File: src/rtl/core_seq_ctrl.sv
// rtl/core_seq_ctrl.sv - multi-cycle FETCH/DECODE/EXEC/MEM/WB sequencer for the RV32I core
// Optional retired-instruction counter is built when CORE_SEQ_RETIRE_CNT_EN is defined.
module core_seq_ctrl #(
    parameter int unsigned     XLEN        = 32,
    parameter logic [XLEN-1:0] PC_RESET    = '0,
    parameter int unsigned     MEM_TIMEOUT = 16,
    parameter int unsigned     RETIRE_W    = 32
) (
    input  logic                clk,
    input  logic                reset,
    output logic                imem_req,
    output logic [XLEN-1:0]     imem_addr,
    input  logic                imem_ready,
    input  logic [31:0]         imem_rdata,
    output logic [31:0]         instr_o,
    output logic [XLEN-1:0]     pc_o,
    input  logic [XLEN-1:0]     next_pc_i,
    input  logic                regwrite_i,
    input  logic                memread_i,
    input  logic                memwrite_i,
    output logic                dmem_req,
    output logic                dmem_we,
    input  logic                dmem_ready,
    output logic                reg_we_o,
    input  logic                halt_i,
    output logic                halted_o,
    output logic                err_o,
    output logic [1:0]          err_code_o,
    output logic [RETIRE_W-1:0] retire_cnt_o
);

    localparam logic [2:0] S_RESET  = 3'd0;
    localparam logic [2:0] S_FETCH  = 3'd1;
    localparam logic [2:0] S_DECODE = 3'd2;
    localparam logic [2:0] S_EXEC   = 3'd3;
    localparam logic [2:0] S_MEM    = 3'd4;
    localparam logic [2:0] S_WB     = 3'd5;
    localparam logic [2:0] S_HALT   = 3'd6;
    localparam logic [2:0] S_ERR    = 3'd7;

    localparam int unsigned     WAIT_W     = (MEM_TIMEOUT > 1) ? $clog2(MEM_TIMEOUT) : 1;
    localparam logic [WAIT_W-1:0] WAIT_LAST = WAIT_W'(MEM_TIMEOUT - 1);
    localparam bit              TIMEOUT_EN = (MEM_TIMEOUT != 0);

    logic [2:0]        state_q, state_d;
    logic [XLEN-1:0]   pc_q, pc_d;
    logic [31:0]       instr_q, instr_d;
    logic [WAIT_W-1:0] wait_q, wait_d;
    logic [1:0]        err_code_q, err_code_d;
    logic              timeout_hit;

    function automatic logic legal_op(input logic [6:0] op);
        case (op)
            7'h33, 7'h13, 7'h03, 7'h23, 7'h63,
            7'h6F, 7'h67, 7'h37, 7'h17: legal_op = 1'b1;
            default:                    legal_op = 1'b0;
        endcase
    endfunction

    // The final wait cycle still succeeds if ready arrives in it.
    assign timeout_hit = TIMEOUT_EN && (wait_q == WAIT_LAST);

    always_comb begin
        state_d    = state_q;
        pc_d       = pc_q;
        instr_d    = instr_q;
        wait_d     = '0;
        err_code_d = err_code_q;
        case (state_q)
            S_RESET:  state_d = halt_i ? S_HALT : S_FETCH;
            S_FETCH: begin
                if (imem_ready) begin
                    instr_d = imem_rdata;
                    state_d = S_DECODE;
                end else if (timeout_hit) begin
                    state_d    = S_ERR;
                    err_code_d = 2'b01;
                end else begin
                    wait_d = wait_q + 1'b1;
                end
            end
            S_DECODE: begin
                if (legal_op(instr_q[6:0])) begin
                    state_d = S_EXEC;
                end else begin
                    state_d    = S_ERR;
                    err_code_d = 2'b11;
                end
            end
            S_EXEC:   state_d = (memread_i | memwrite_i) ? S_MEM : S_WB;
            S_MEM: begin
                if (dmem_ready) begin
                    if (memwrite_i) begin
                        pc_d    = next_pc_i;
                        state_d = halt_i ? S_HALT : S_FETCH;
                    end else begin
                        state_d = S_WB;
                    end
                end else if (timeout_hit) begin
                    state_d    = S_ERR;
                    err_code_d = 2'b10;
                end else begin
                    wait_d = wait_q + 1'b1;
                end
            end
            S_WB: begin
                pc_d    = next_pc_i;
                state_d = halt_i ? S_HALT : S_FETCH;
            end
            S_HALT:   state_d = halt_i ? S_HALT : S_FETCH;
            S_ERR:    state_d = S_ERR;
            default:  state_d = S_RESET;
        endcase
    end

    always_ff @(posedge clk) begin
        if (reset) begin
            state_q    <= S_RESET;
            pc_q       <= PC_RESET;
            instr_q    <= 32'h0000_0013;
            wait_q     <= '0;
            err_code_q <= 2'b00;
        end else begin
            state_q    <= state_d;
            pc_q       <= pc_d;
            instr_q    <= instr_d;
            wait_q     <= wait_d;
            err_code_q <= err_code_d;
        end
    end

    assign imem_req   = (state_q == S_FETCH);
    assign imem_addr  = pc_q;
    assign pc_o       = pc_q;
    assign instr_o    = instr_q;
    assign dmem_req   = (state_q == S_MEM);
    assign dmem_we    = (state_q == S_MEM) && memwrite_i;
    assign reg_we_o   = (state_q == S_WB) && regwrite_i;
    assign halted_o   = (state_q == S_HALT);
    assign err_o      = (state_q == S_ERR);
    assign err_code_o = err_code_q;

`ifdef CORE_SEQ_RETIRE_CNT_EN
    logic                retire;
    logic [RETIRE_W-1:0] retire_cnt_q;

    // Same edges that load the PC: leaving WB, or completing a store.
    assign retire = (state_q == S_WB) || ((state_q == S_MEM) && dmem_ready && memwrite_i);

    always_ff @(posedge clk) begin
        if (reset) begin
            retire_cnt_q <= '0;
        end else if (retire) begin
            retire_cnt_q <= retire_cnt_q + 1'b1;
        end
    end

    assign retire_cnt_o = retire_cnt_q;
`else
    assign retire_cnt_o = '0;
`endif

endmodule

File: config.mk
export PLATFORM = sky130hd
export DESIGN_NAME = core_seq_ctrl
export DESIGN_NICKNAME = d
export VERILOG_FILES = /design/src/rtl/core_seq_ctrl.sv
export SDC_FILE = /design/constraint.sdc
export NUM_CORES = 1
export LEC_CHECK = 0
export BUFFER_PORTS_ARGS = -buffer_cell sky130_fd_sc_hd__buf_2
export CORE_AREA = 5 5 94 96
export DETAILED_ROUTE_END_ITERATION = 12
export DIE_AREA = 0 0 99 101
export PLACE_DENSITY = 0.86
export SLEW_MARGIN = 10
export SYNTH_ARGS = -nofsm -noshare
export SYNTH_HDL_FRONTEND = slang
export SYNTH_SLANG_ARGS = --single-unit
File: constraint.sdc
create_clock -name clk -period 1.6 [get_ports clk]
set_clock_uncertainty 0.1 [all_clocks]
set_input_delay 0.16 -clock clk [delete_from_list [all_inputs] [get_ports clk]]
set_output_delay 0.16 -clock clk [all_outputs]
set_load 0.02 [all_outputs]
==> impl_metrics.json <==
{
  "grt_max_degree": 33,
  "power_switching_w": 0.00235,
  "fin_crit_sh_pct": 96.8,
  "regArea_mm2": 0.00147,
  "cp-end-kind": "output pin",
  "hold_path_class": "in2reg",
  "diodes": 0,
  "synthCells": 427,
  "track_usage_pct": 19.7,
  "ant_nets": 0,
  "drtIter0Drc": 119,
  "syn_area_mm2": 0.00333,
  "power.total_w": 0.00626,
  "die_area_mm2": 0.0100,
  "avgSynthCellArea_um2": 7.80,
  "p_seq_share_pct": 36.9,
  "drt_first_pass_iters": 6,
  "setup_slack_ns": 0.0516,
  "hold_viol": 0,
  "grt_pass1_wl_mm": 16.0,
  "swShare_pct": 37.5,
  "routed-via-count": 3482,
  "die-height_um": 101,
  "fillers": 641,
  "dp_hpwl_mm": 6.77,
  "cp_max_fo": 9,
  "cap_violations": 0,
  "wl_met3_um": 963,
  "synth_warnings": 0,
  "startpoint_type": "flip-flop",
  "wl_mm": 10.3,
  "finalSetupViolations": 0,
  "pin_count": 208,
  "gp_congestion": 0.863,
  "insertion_delay_ns": 0.34,
  "cts_tree": "yes",
  "post-route-util_pct": 61.3,
  "synth.distinct_cells": 39,
  "pre_cts_ws_ns": 0.111,
  "post_drt_via_cell_ratio": 4.71,
  "grt_antenna_before_repair": 0,
  "area_growth_pct": 46.7,
  "dr.max_layer_used": "met4",
  "min_period_ns": 1.55,
  "crit_type": "reg2out",
  "htree_levels": 3,
  "required_ns": 1.34,
  "cts_num_sinks": 73,
  "grt_overflow": 0,
  "ir_worst_vdd_v": 0.000502,
  "fin_nets": 704,
  "die_x_um": 99,
  "final_layout_size_suffix_gt1_share_pct": 33.2,
  "p_clk_share_pct": 24.5,
  "maxSlewViolCount": 0,
  "yosysSeqAreaShare_pct": 43.9,
  "place.port_buffers": 175,
  "outcome": "finished clean",
  "wire_per_inst_um": 14.0,
  "synth_seq_cells": 73,
  "core-area_mm2": 0.00797,
  "wl_met1_mm": 3.85,
  "hold_path_depth": 2,
  "clockRootBuffer": "clkbuf_8",
  "start_util_pct": 41.8,
  "clock_path_buffers": 2,
  "multiInputGateArea_mm2": 0.00140,
  "drcViolationCount": 0,
  "setup_tns_ns": 0,
  "grt_pass1_vias": 3454,
  "route.met2.wl_mm": 5.21,
  "powerDensity_mw_per_mm2": 1280,
  "std_cell_rows": 33,
  "rsz0062_at_grt": "false",
  "combPwrFrac_pct": 38.7,
  "ff2ff_path_depth": 5,
  "fmax_ghz": 0.646,
  "cp.arrival_ns": 1.29,
  "clk_pin_slew_ns": 0.08,
  "p_leak_nw": 2.36,
  "intPower_w": 0.00392,
  "numCtsBuffers": 9
}
[final cells by class]
cell class	instances	area share [%]
clock inverters	5	1.66
flip-flops and latches	73	30.0
inverters	2	0.154
clock buffers	10	2.61
multi-input cells	294	28.7
repair buffers	251	34.1
well taps	105	2.69
[power groups by stage]
stage               Combinational [W]  Clock, W  Sequential [W]
finish                        0.00242   0.00153         0.00231
floorplan                     0.00136         0         0.00255
CTS                           0.00234   0.00158         0.00228
global route                  0.00260   0.00166         0.00235
global placement              0.00213         0         0.00229
detailed placement            0.00217         0         0.00231
[per-layer routing]
layer | GRT usage [%] | up-vias
met4 | 8.93 | 0
met2 | 36.0 | 192
met5 | 0 | -
met1 | 20.7 | 1560
li1 | - | 1697
met3 | 6.23 | 33
[synthesized netlist by cell type, drive strengths merged]
cell type / instances / area (um2)
and2: 1 / 6.26
o2bb2ai: 1 / 8.76
or2b: 1 / 7.51
nand3b: 4 / 30.0
inv: 2 / 7.51
nor3: 4 / 31.3
a21oi: 66 / 330
a21bo: 1 / 10.0
o211a: 1 / 10.0
nand3: 3 / 15.0
nor2b: 4 / 25.0
a21o: 1 / 7.51
conb: 1 / 3.75
nor2: 10 / 37.5
o21a: 2 / 15.0
a22o: 1 / 8.76
ha: 1 / 12.5
xor2: 1 / 8.76
nand2b: 3 / 18.8
nand2: 132 / 495
a211oi: 1 / 7.51
o21ai: 5 / 25.0
dfxtp: 73 / 1460
and3: 7 / 43.8
nor3b: 3 / 27.5
a22oi: 1 / 7.51
a21boi: 1 / 7.51
o31ai: 1 / 7.51
buf: 78 / 564
a2111oi: 1 / 8.76
or3: 1 / 6.26
clkbuf: 11 / 41.3
maj3: 1 / 10.0
xnor2: 1 / 8.76
o22ai: 2 / 12.5
[metrics by stage]
| step | hold slack (ns) | cell area (um2) | cells |
|---|---|---|---|
| finish | 0.0802 | 4890 | 740 |
| global route | 0.0725 | 4890 | 740 |
| CTS | 0.0553 | 4860 | 740 |
| detailed placement | 0.281 | 3980 | 660 |
| global placement | 0.270 | 3980 | 660 |
| floorplan | 0.184 | 3450 | 458 |
[registers in the layout, indices dropped and copies added, names as in the netlist]
register / cells
err_code_o: 2
state_q: 3
instr_o: 32
imem_addr: 32
wait_q: 4
[critical path, cell delays in order, from the launching register on]
cell and delay (ns):
dfxtp_2 0.34, buf_4 0.17, nor2b_4 0.13, and3_1 0.17, buf_4 0.14
[kinds of logic after synthesis]
logic type	share of synthesized area (%)
flip-flops	43.9
adder cells (fa/ha/maj)	0.676
other	0.113
XOR/XNOR	0.526
AND/OR/NAND/NOR	22.4
AO/OA/AOI/OAI	14.0
buffers and inverters	18.4
[placed cells by master (no fill, tap or decap), types with 2 or more instances in the layout]
master | Yosys | layout
nor2_1 | 10 | 8
nor2b_1 | 4 | 3
buf_2 | 7 | 172
nor3b_1 | 2 | 2
nand3_1 | 3 | 3
dfxtp_1 | 73 | 70
nand2_1 | 132 | 132
dlygate4sd3_1 | 0 | 64
o21a_1 | 2 | 2
nor3_1 | 3 | 3
buf_4 | 70 | 10
inv_1 | 2 | 2
clkbuf_8 | 0 | 9
buf_12 | 0 | 4
a21oi_1 | 66 | 66
conb_1 | 1 | 32
dfxtp_2 | 0 | 2
o21ai_0 | 5 | 4
o22ai_1 | 2 | 2
nand3b_1 | 4 | 4
nand2b_1 | 3 | 2
bufinv_16 | 0 | 2
and3_1 | 7 | 7
[final timing paths]
path / from / end / slack, ns
worst max-delay path: state_q[0] / dmem_we / 0.05
worst min-delay path: reset / state_q[2] / 0.08
worst max register to register: wait_q[0] / state_q[0] / 0.09
worst min register to register: instr_o[30] / instr_o[30] / 0.36
[repair_timing]
item                       4_1_cts  5_1_grt
setup endpoints to repair        2       13
hold buffers                    64        0
hold endpoints to repair        64        0
pin swaps                        1        0
setup buffers                    1        0
gates resized for setup          6       10
No activity file was read; power rests on OpenSTA's default activity.
